==> config.mk <==
export PLATFORM = sky130hd
export DESIGN_NAME = apb_master_arbiter
export DESIGN_NICKNAME = d
export VERILOG_FILES = /design/src/rtl/apb_master_arbiter.sv
export SDC_FILE = /design/constraint.sdc
export NUM_CORES = 1
export LEC_CHECK = 0
export BUFFER_PORTS_ARGS = -buffer_cell sky130_fd_sc_hd__buf_2
export CORE_ASPECT_RATIO = 1.2
export CORE_MARGIN = 5
export CORE_UTILIZATION = 47
export CTS_BUF_LIST = sky130_fd_sc_hd__clkbuf_2
export CTS_CLUSTER_SIZE = 28
export DETAILED_ROUTE_END_ITERATION = 8
export PLACE_DENSITY = 0.79
export RECOVER_POWER = 100
export SLEW_MARGIN = 20
export SYNTH_ARGS = -nofsm -noshare
export SYNTH_HDL_FRONTEND = slang
export SYNTH_SLANG_ARGS = --single-unit
==> constraint.sdc <==
create_clock -name PCLK -period 1.92 [get_ports PCLK]
set_input_delay 0.096 -clock PCLK [delete_from_list [all_inputs] [get_ports PCLK]]
set_output_delay 0.096 -clock PCLK [all_outputs]
set_load 0.01 [all_outputs]
==> src/rtl/apb_master_arbiter.sv <==
// Two-requester round-robin APB master with registered outputs.
// Optional ACCESS-phase timeout: define APB_TIMEOUT_EN.
module apb_master_arbiter #(
  parameter int ADDR_WIDTH     = 16,
  parameter int DEC_LSB        = 12,
  parameter int TIMEOUT_CYCLES = 255
) (
  input  logic                  PCLK,
  input  logic                  PRESETn,
  input  logic                  req0,
  input  logic [ADDR_WIDTH-1:0] addr0,
  input  logic                  write0,
  input  logic [31:0]           wdata0,
  output logic                  ack0,
  output logic [31:0]           rdata0,
  output logic                  err0,
  input  logic                  req1,
  input  logic [ADDR_WIDTH-1:0] addr1,
  input  logic                  write1,
  input  logic [31:0]           wdata1,
  output logic                  ack1,
  output logic [31:0]           rdata1,
  output logic                  err1,
  output logic                  PSEL,
  output logic                  PENABLE,
  output logic [ADDR_WIDTH-1:0] PADDR,
  output logic                  PWRITE,
  output logic [31:0]           PWDATA,
  output logic [3:0]            DECODE4BIT,
  input  logic                  PREADY,
  input  logic [31:0]           PRDATA,
  input  logic                  PSLVERR
);

  typedef enum logic [1:0] {
    IDLE,
    SETUP,
    ACCESS
  } state_t;

  localparam logic [15:0] TO_LIMIT =
    16'(TIMEOUT_CYCLES - 1);

  state_t state;
  logic   owner;
  logic   last_grant;
  logic   elig0;
  logic   elig1;
  logic   pick;
  logic   done;
  logic   fin_err;
  logic [31:0] fin_rdata;
  logic [ADDR_WIDTH-1:0] a_sel;

`ifdef APB_TIMEOUT_EN
  logic [15:0] cnt;
`else
  logic unused_cfg;
  assign unused_cfg = ^TO_LIMIT;
`endif

  // A requester being acked this cycle is masked so it cannot win again
  assign elig0 = req0 & ~ack0;
  assign elig1 = req1 & ~ack1;
  assign a_sel = pick ? addr1 : addr0;

  always_comb begin
    pick = 1'b0;
    unique case (1'b1)
      (elig0 & elig1):  pick = ~last_grant;
      (elig1 & ~elig0): pick = 1'b1;
      default:          pick = 1'b0;
    endcase
  end

  always_comb begin
    done      = PREADY;
    fin_rdata = PWRITE ? '0 : PRDATA;
    fin_err   = PSLVERR;
`ifdef APB_TIMEOUT_EN
    if (!PREADY && cnt == TO_LIMIT) begin
      done      = 1'b1;
      fin_rdata = '0;
      fin_err   = 1'b1;
    end
`endif
  end

  always_ff @(posedge PCLK or negedge PRESETn) begin
    if (!PRESETn) begin
      state      <= IDLE;
      owner      <= 1'b0;
      last_grant <= 1'b1;
      PSEL       <= 1'b0;
      PENABLE    <= 1'b0;
      PADDR      <= '0;
      PWRITE     <= 1'b0;
      PWDATA     <= '0;
      DECODE4BIT <= '0;
      ack0       <= 1'b0;
      ack1       <= 1'b0;
      rdata0     <= '0;
      rdata1     <= '0;
      err0       <= 1'b0;
      err1       <= 1'b0;
`ifdef APB_TIMEOUT_EN
      cnt        <= '0;
`endif
    end else begin
      ack0 <= 1'b0;
      ack1 <= 1'b0;
      case (state)
        IDLE: begin
          if (elig0 | elig1) begin
            owner      <= pick;
            last_grant <= pick;
            PSEL       <= 1'b1;
            PADDR      <= a_sel;
            PWRITE     <= pick ? write1 : write0;
            PWDATA     <= pick ? wdata1 : wdata0;
            DECODE4BIT <= a_sel[DEC_LSB +: 4];
            state      <= SETUP;
          end
        end
        SETUP: begin
          PENABLE <= 1'b1;
          state   <= ACCESS;
`ifdef APB_TIMEOUT_EN
          cnt     <= '0;
`endif
        end
        ACCESS: begin
          if (done) begin
            PSEL    <= 1'b0;
            PENABLE <= 1'b0;
            state   <= IDLE;
            if (owner) begin
              ack1   <= 1'b1;
              rdata1 <= fin_rdata;
              err1   <= fin_err;
            end else begin
              ack0   <= 1'b1;
              rdata0 <= fin_rdata;
              err0   <= fin_err;
            end
          end
`ifdef APB_TIMEOUT_EN
          else begin
            cnt <= cnt + 16'd1;
          end
`endif
        end
        default: state <= IDLE;
      endcase
    end
  end

endmodule

* Word level (Yosys, flattened, before mapping)
Cells that the tools add are included.
** Storage, ports and cells
- Bits in read-only memories :: 0
- Bits in registers :: 127
- Output and inout bits :: 123
- Bits in writable memories :: 0
- Bits in latches :: 0
- Memories :: 0
- Bits of input ports :: 136
** Operators by class
- Bitwise logic cells :: 10
- Eq/ne operators :: 4
- Shift-type cells :: 0
- Order comparisons :: 0
- Multipliers :: 0
- Mux-type cells :: 18
- Reductions and logical operators :: 9
- $add $sub $neg :: 0
- Div/mod/pow operators :: 0
** Operators by type and width (count)
- $mux 32 :: 2
- $mux 16 :: 1
- $mux 1 :: 9
- $reduce_and 3->1 :: 3
- $pmux 1 s2 :: 3
- $pmux 2 s3 :: 1
- $reduce_and 2->1 :: 3
- $not 1->1 :: 5
- $and 1x1->1 :: 4
- $mux 2 :: 2
- $ne 2x2->1 const B :: 2
- $reduce_bool 2->1 :: 2
- $eq 2x1->1 const B :: 1
- $eq 2x2->1 const B :: 1
- $logic_not 2->1 :: 1
- $or 1x1->1 :: 1

* Logic depth before layout (Yosys ltp)
Gate-level depths: netlist of the first run.
- Word-level depth :: 6
- Gate-level depth with buffers :: 6
- Mapped depth without buffers :: 4

* Worst setup path after synthesis of the first run
Ideal clock, no wire load.
- Path kind :: reg2reg
- Start point :: reg last_grant
- End point :: reg owner
- Library setup time :: 125 ps
- Stages on the path, launching flop included :: 6
- Arrival time :: 1268 ps
- Period minus slack after synthesis :: 1393 ps
- Setup slack :: 527 ps
- Cells stage by stage :: dfstp_2 > nand3b_1 > and2_1 > buf_2 > buf_2 > mux2_2
** On the way
- Longest elaborated chain between the ends :: 2
** RTL lines
- start: declaration :: line 46 : logic last_grant;
- start signal: assignment :: line 116 : last_grant <= pick;
- $not 1->1 :: line 70 : (elig0 & elig1): pick = ~last_grant;
- $pmux 1 s2 :: line 69 : unique case (1'b1)
- end signal: assignment :: line 115 : owner <= pick;
- end: declaration :: line 45 : logic owner;
Every way passes these cells.
A chain may end at the register's enable or synchronous reset.

* Final worst setup path of the first run
- Start point :: reg last_grant
- End point :: reg PADDR[13]
** On the way
- Longest elaborated chain between the ends :: 3
** RTL lines
- $not 1->1 :: line 70
- $pmux 1 s2 :: line 69
- $mux 16 :: line 65 : assign a_sel = pick ? addr1 : addr0;
- end signal: assignment :: line 118 : PADDR <= a_sel;
- end: declaration :: line 26 : output logic [ADDR_WIDTH-1:0] PADDR,
Every way passes these cells.

==> flow_summary.json, run 1 <==
{
  "status": "complete, no violations",
  "tightest_slew_ns": 0.858,
  "antenna_found_initial": 2,
  "drt-total-wl_mm": 19.7,
  "regArea_um2": 3080,
  "mostFrequentLayoutCells": "nand2_1 (165), buf_2 (135), dlygate4sd3_1 (134)",
  "max-slew-margin-rel": 0.428,
  "overflow": 0,
  "grt_pass1_wl_mm": 29.7,
  "finalPower_mw": 10.8,
  "vdd_drop_max_mv": 0.740,
  "yosysWarnings": 0,
  "port_buffers": 258,
  "busiest_layer": "met2",
  "syn_area_um2": 5140,
  "period_needed_ns": 1.86,
  "initial_utilization": 0.484,
  "setup_viol": 0,
  "drc": 0,
  "dieArea_um2": 13100,
  "grt_max_degree": 77,
  "place_inst": 900,
  "yosysTopAreaCell": "dfrtp_1",
  "avgSynthCellArea_um2": 9.40,
  "first_global_vias": 5936,
  "hold_slack_ns": 0.102,
  "synth_nets": 683,
  "htreeDepth": 4,
  "ys_seq_elements": 123,
  "startpoint_type": "flop",
  "synth_top_area_frac": 0.594,
  "maxSlewViolCount": 0,
  "die_h_um": 125,
  "wl_per_cell_um": 18.4,
  "setup_ws_ns": 0.0625,
  "drive_gt1_frac": 0.198,
  "met1_usage": 0.319,
  "p_leak_nw": 3.68,
  "ys_seq_area_frac": 0.599,
  "slowest_stage": "dfstp_2",
  "fin_cells": 1073,
  "yosys-top-cells-area": "dfrtp_1 (59%), nand2_1 (12%), a31oi_1 (6.0%)",
  "cp.arrival_ns": 2.43,
  "p_per_area_nw_per_um2": 1380,
  "multi_input_area_um2": 1780,
  "cts.reportedPaths.clkPinSlew_ns": 0.19,
  "n_fill_cell": 754,
  "cp_max_fo": 26,
  "crit_type": "flop to flop",
  "syn2layout_area_growth_pct": 52.6,
  "hold_viol": 0,
  "crit_family": "buffers and inverters",
  "rows": 41,
  "grt_util_met2": 0.471,
  "clock_sinks": 123,
  "maxCapViolations": 0,
  "io-pin-count": 259,
  "grtUsageTotal": 0.286,
  "fp.coreArea_um2": 10600,
  "ant_nets": 0,
  "gp_congestion": 0.815,
  "cts_root_buf": "clkbuf_2",
  "die_w_um": 105,
  "first_iter_violations": 378,
  "end_kind": "flop",
  "crit_buf_inv": 2,
  "tritoncts": "done",
  "syn_inst": 547,
  "timing.fmax_mhz": 538,
  "routed_via_density": 5.36,
  "hold_class": "primary input to flop",
  "cts_buffer_depth": 2,
  "synth.distinct_cells": 24,
  "path_cells": "nand3b_1 > and2_4 > buf_8 > nand2_1 > a31oi_1 > dlygate4sd3_1",
  "max_stage_delay_ns": 0.56,
  "final_core_util": 0.739,
  "firstDrtPassIters": 5,
  "fin_nets": 1063,
  "required_ns": 2.50,
  "hpwl_mm": 10.4,
  "post-route-period-util": 0.967,
  "clk_latency_ns": 0.66,
  "postCtsSetupBuffers": 0,
  "numCtsBuffers": 17,
  "pre_cts_slack_ns": 0.398,
  "vias": 5752,
  "layout_commonest_cell": "nand2_1",
  "met3_usage": 0.0964,
  "finClkSkew_ns": 0.0249
}
[what timing repair did]
action | 4_1_cts | 5_1_grt
resized for setup | 0 | 7
hold endpoints to repair | 240 | 0
hold buffers | 135 | 0
endpoints found under the setup margin | 0 | 2
[report_power, final]
group | switching (mW) | internal (mW) | total, mW
clock network | 0.927 | 0.602 | 1.53
logic | 2.95 | 1.75 | 4.70
registers | 0.800 | 3.80 | 4.60
total | 4.68 | 6.15 | 10.8
[through the flow]
stage          cell area, µm²  setup TNS, ns
2_1_floorplan            5140              0
3_3_place_gp             6500              0
3_5_place_dp             6500              0
4_1_cts                  8070              0
5_1_grt                  7840       -0.00160
6_report                 7840              0
[synthesized netlist by cell type]
master,number
dfrtp_1,122
nand3b_1,2
o21ai_0,55
clkbuf_1,12
mux2_2,3
a31oi_1,49
inv_1,3
dfstp_2,1
buf_4,9
o21a_1,1
nor2b_1,2
nand2_1,166
mux2_4,1
nor2_1,52
a21oi_1,1
o21ai_2,7
buf_2,17
a21o_1,1
or2_4,1
buf_6,5
and2_1,1
nand2b_1,32
o21ai_1,3
nand4b_1,1
[registers in the layout (all words and copies together) (netlist names), 2 cells and up]
| signal | cells |
|---|---|
| PADDR | 16 |
| PWDATA | 32 |
| rdata0 | 32 |
| rdata1 | 32 |
| state | 2 |
[final cells by class]
type | count | area share
clock buffer | 22 | 0.0140
sequential | 123 | 0.393
multi-input combinational | 378 | 0.227
timing repair buffer | 404 | 0.331
inverter | 3 | 0.00144
tap | 129 | 0.0206
antenna | 4 | 0.00128
clock inverter | 10 | 0.0128
[logic make-up (layout without fill, tap and decap cells)]
group	count (synthesis)	after routing	synth area share
buffers and inverters	46	439	0.0516
multiplexers	4	4	0.00949
AO/OA/AOI/OAI	117	117	0.132
other	0	4	0
flip-flops	123	123	0.599
AND/OR/NAND/NOR	257	257	0.208
[worst reg2reg max path: cells and delay by family (launching register included)]
family          cells  cell delay (ns)
flops               1             0.56
compound gates      1             0.08
buf+inv             2             0.73
simple gates        3             0.42
[per-layer routing]
metal	share of wire	vias up	routed length [µm]
met5	0	-	0
met4	0.046	0	906
met3	0.11	91	2190
met2	0.49	411	9680
met1	0.35	2682	6930
li1	-	2568	-
[final timing paths]
path                       startpoint          to  slack (ns)  depth (start not counted)
max                        last_grant   PADDR[13]        0.06                          6
min                              req1  last_grant        0.10                          4
max reg2reg                last_grant   PADDR[13]        0.06                          6
min reg2reg                 rdata1[1]   rdata1[1]        0.50                          2
max in group asynchronous     PRESETn  rdata1[17]        0.45                          4
min in group asynchronous     PRESETn  rdata0[19]        0.91                          4
Power figures use the tool's default switching activity.
==> inputs of run 2 (changes only) <==
- CORE_UTILIZATION: 47 -> 40
- PLACE_DENSITY: 0.79 -> 0.69
==> run 2 against run 1 <==
  * Global-route usage decreased by 5.0 points
  * Critical path depth is 1 lower
  * Worst setup slack better by 0.048 ns
  * Fmax rose by 2.6%
  * First-iteration DRC count down 11%
  * Via count shrank 3.1%
  * Sequential share of layout area fell by 0.91 points
  * Critical path type unchanged
  * Largest cell class unchanged
==> flow_summary.json, run 2 (synthesis gave the netlist of run 1 again) <==
{
  "port_buffers": 258,
  "clock_sinks": 123,
  "diodes": 0,
  "mostFrequentLayoutCells": "nand2_1 (165), dlygate4sd3_1 (135), buf_2 (135)",
  "ant_nets": 0,
  "fin_nets": 1070,
  "grt_pass1_wl_mm": 28.5,
  "place_inst": 938,
  "cts_buffer_depth": 2,
  "drt-total-wl_mm": 18.6,
  "vdd_drop_max_mv": 0.647,
  "cts.reportedPaths.clkPinSlew_ns": 0.17,
  "whs_path_depth": 5,
  "rsz0062_at_grt": "no",
  "hp-start": "req1",
  "htreeDepth": 4,
  "tightest_slew_ns": 1.28,
  "r2r-start": "ack1",
  "initial_utilization": 0.408,
  "drive_gt1_frac": 0.196,
  "numCtsBuffers": 17,
  "setup_viol": 0,
  "required_ns": 2.49,
  "syn2layout_area_growth_pct": 56.2,
  "drc": 0,
  "status": "complete, no violations",
  "timing.fmax_mhz": 553,
  "hpwl_mm": 10.9,
  "maxSlewViolCount": 0,
  "crit_type": "flop to flop",
  "period_needed_ns": 1.81,
  "p_leak_nw": 3.73,
  "cp_max_fo": 13,
  "pre_cts_slack_ns": 0.351,
  "finClkSkew_ns": 0.0357,
  "end_kind": "flop",
  "max-slew-margin-rel": 0.148,
  "hold_slack_ns": 0.118,
  "grtUsageTotal": 0.235,
  "overflow": 0,
  "startpoint_type": "flop",
  "setup_ws_ns": 0.110,
  "first_iter_violations": 338,
  "fp.coreArea_um2": 12600,
  "reg2regPathDepth": 5,
  "io-pin-count": 259,
  "critPathLaunch": "ack1",
  "routed_via_density": 5.03,
  "wl_per_cell_um": 16.8,
  "layout_commonest_cell": "nand2_1",
  "setup_tns_ns": 0,
  "firstDrtPassIters": 5,
  "p_per_area_nw_per_um2": 1380,
  "rows": 45,
  "fin_cells": 1109,
  "grt_max_degree": 67,
  "die_h_um": 134,
  "hold_class": "primary input to flop",
  "post-route-period-util": 0.943,
  "cts_root_buf": "clkbuf_2",
  "top_regs": "PWDATA: 32 flops, rdata0: 32 flops, rdata1: 32 flops",
  "clk_latency_ns": 0.64,
  "gp_congestion": 0.815,
  "antenna_found_initial": 0,
  "die_w_um": 113,
  "cp.arrival_ns": 2.38,
  "tritoncts": "done",
  "dieArea_um2": 15200,
  "vias": 5576,
  "maxCapViolations": 0,
  "hold_viol": 0,
  "n_fill_cell": 1018,
  "r2r_slack_ns": 0.11,
  "first_global_vias": 5712
}
## run 2: changes by cell type in the layout (fill, tap and decap cells not counted), moves of 2 or more
cell	previous run	this run
clkbuf_2	26	19
buf_8	2	0
clkinv_2	5	2
clkinv_1	2	4
buf_4	0	5
buf_6	2	0
clkbuf_1	123	125
buf_12	1	4
diode_2	4	0
clkbuf_16	0	2
bufinv_16	2	4
## run 2: power by group
group | switching (mW) | internal [mW] | total (mW) | leakage [nW]
logic | 2.88 | 1.85 | 4.74 | 2.06
clock network | 0.909 | 0.831 | 1.74 | 0.150
registers | 0.777 | 3.80 | 4.58 | 1.52
total | 4.57 | 6.49 | 11.1 | 3.73
## run 2: critical path: stages, from the launching register on
cell,delay [ns]
dfrtp_1,0.42
nor2b_2,0.26
and2_4,0.29
nand2_1,0.08
a31oi_1,0.15
dlygate4sd3_1,0.57
## run 2: stage by stage
step	utilization	power [mW]	cell area (µm²)
final	0.637	11.1	8030
after global routing	0.637	11.9	8030
after CTS	0.649	11.3	8180
after detailed placement	0.521	9.29	6570
after global placement	0.521	9.11	6570
after floorplan	-	7.24	5140
## run 2: timing repair
| item | CTS | global route |
|---|---|---|
| setup endpoints to repair | 0 | 3 |
| buffers inserted | 0 | 2 |
| hold buffers | 136 | 1 |
| gates resized for setup | 0 | 4 |
| endpoints found under the hold margin | 242 | 1 |
## run 2: final cells by class
type | count | area, µm² | share of cell area
clock buffers | 19 | 95.1 | 0.0118
clock inverters | 11 | 153 | 0.0190
inverters | 3 | 11.3 | 0.00140
multi-input cells | 379 | 1790 | 0.223
flip-flops and latches | 123 | 3080 | 0.384
well taps | 164 | 205 | 0.0256
repair buffers | 410 | 2690 | 0.336
## run 2: worst paths after layout
kind                              to
max                        PADDR[15]
min                        PWDATA[2]
max reg2reg                PADDR[15]
min reg2reg                     PSEL
max in group asynchronous  PWDATA[7]
min in group asynchronous  PWDATA[4]
## run 2: routing by layer
metal	vias to the layer above	routed length, µm	global-route usage
met1	2585	7140	0.284
met2	368	8900	0.376
met3	54	1970	0.0898
li1	2569	-	-
met4	0	620	0.101
met5	-	0	0
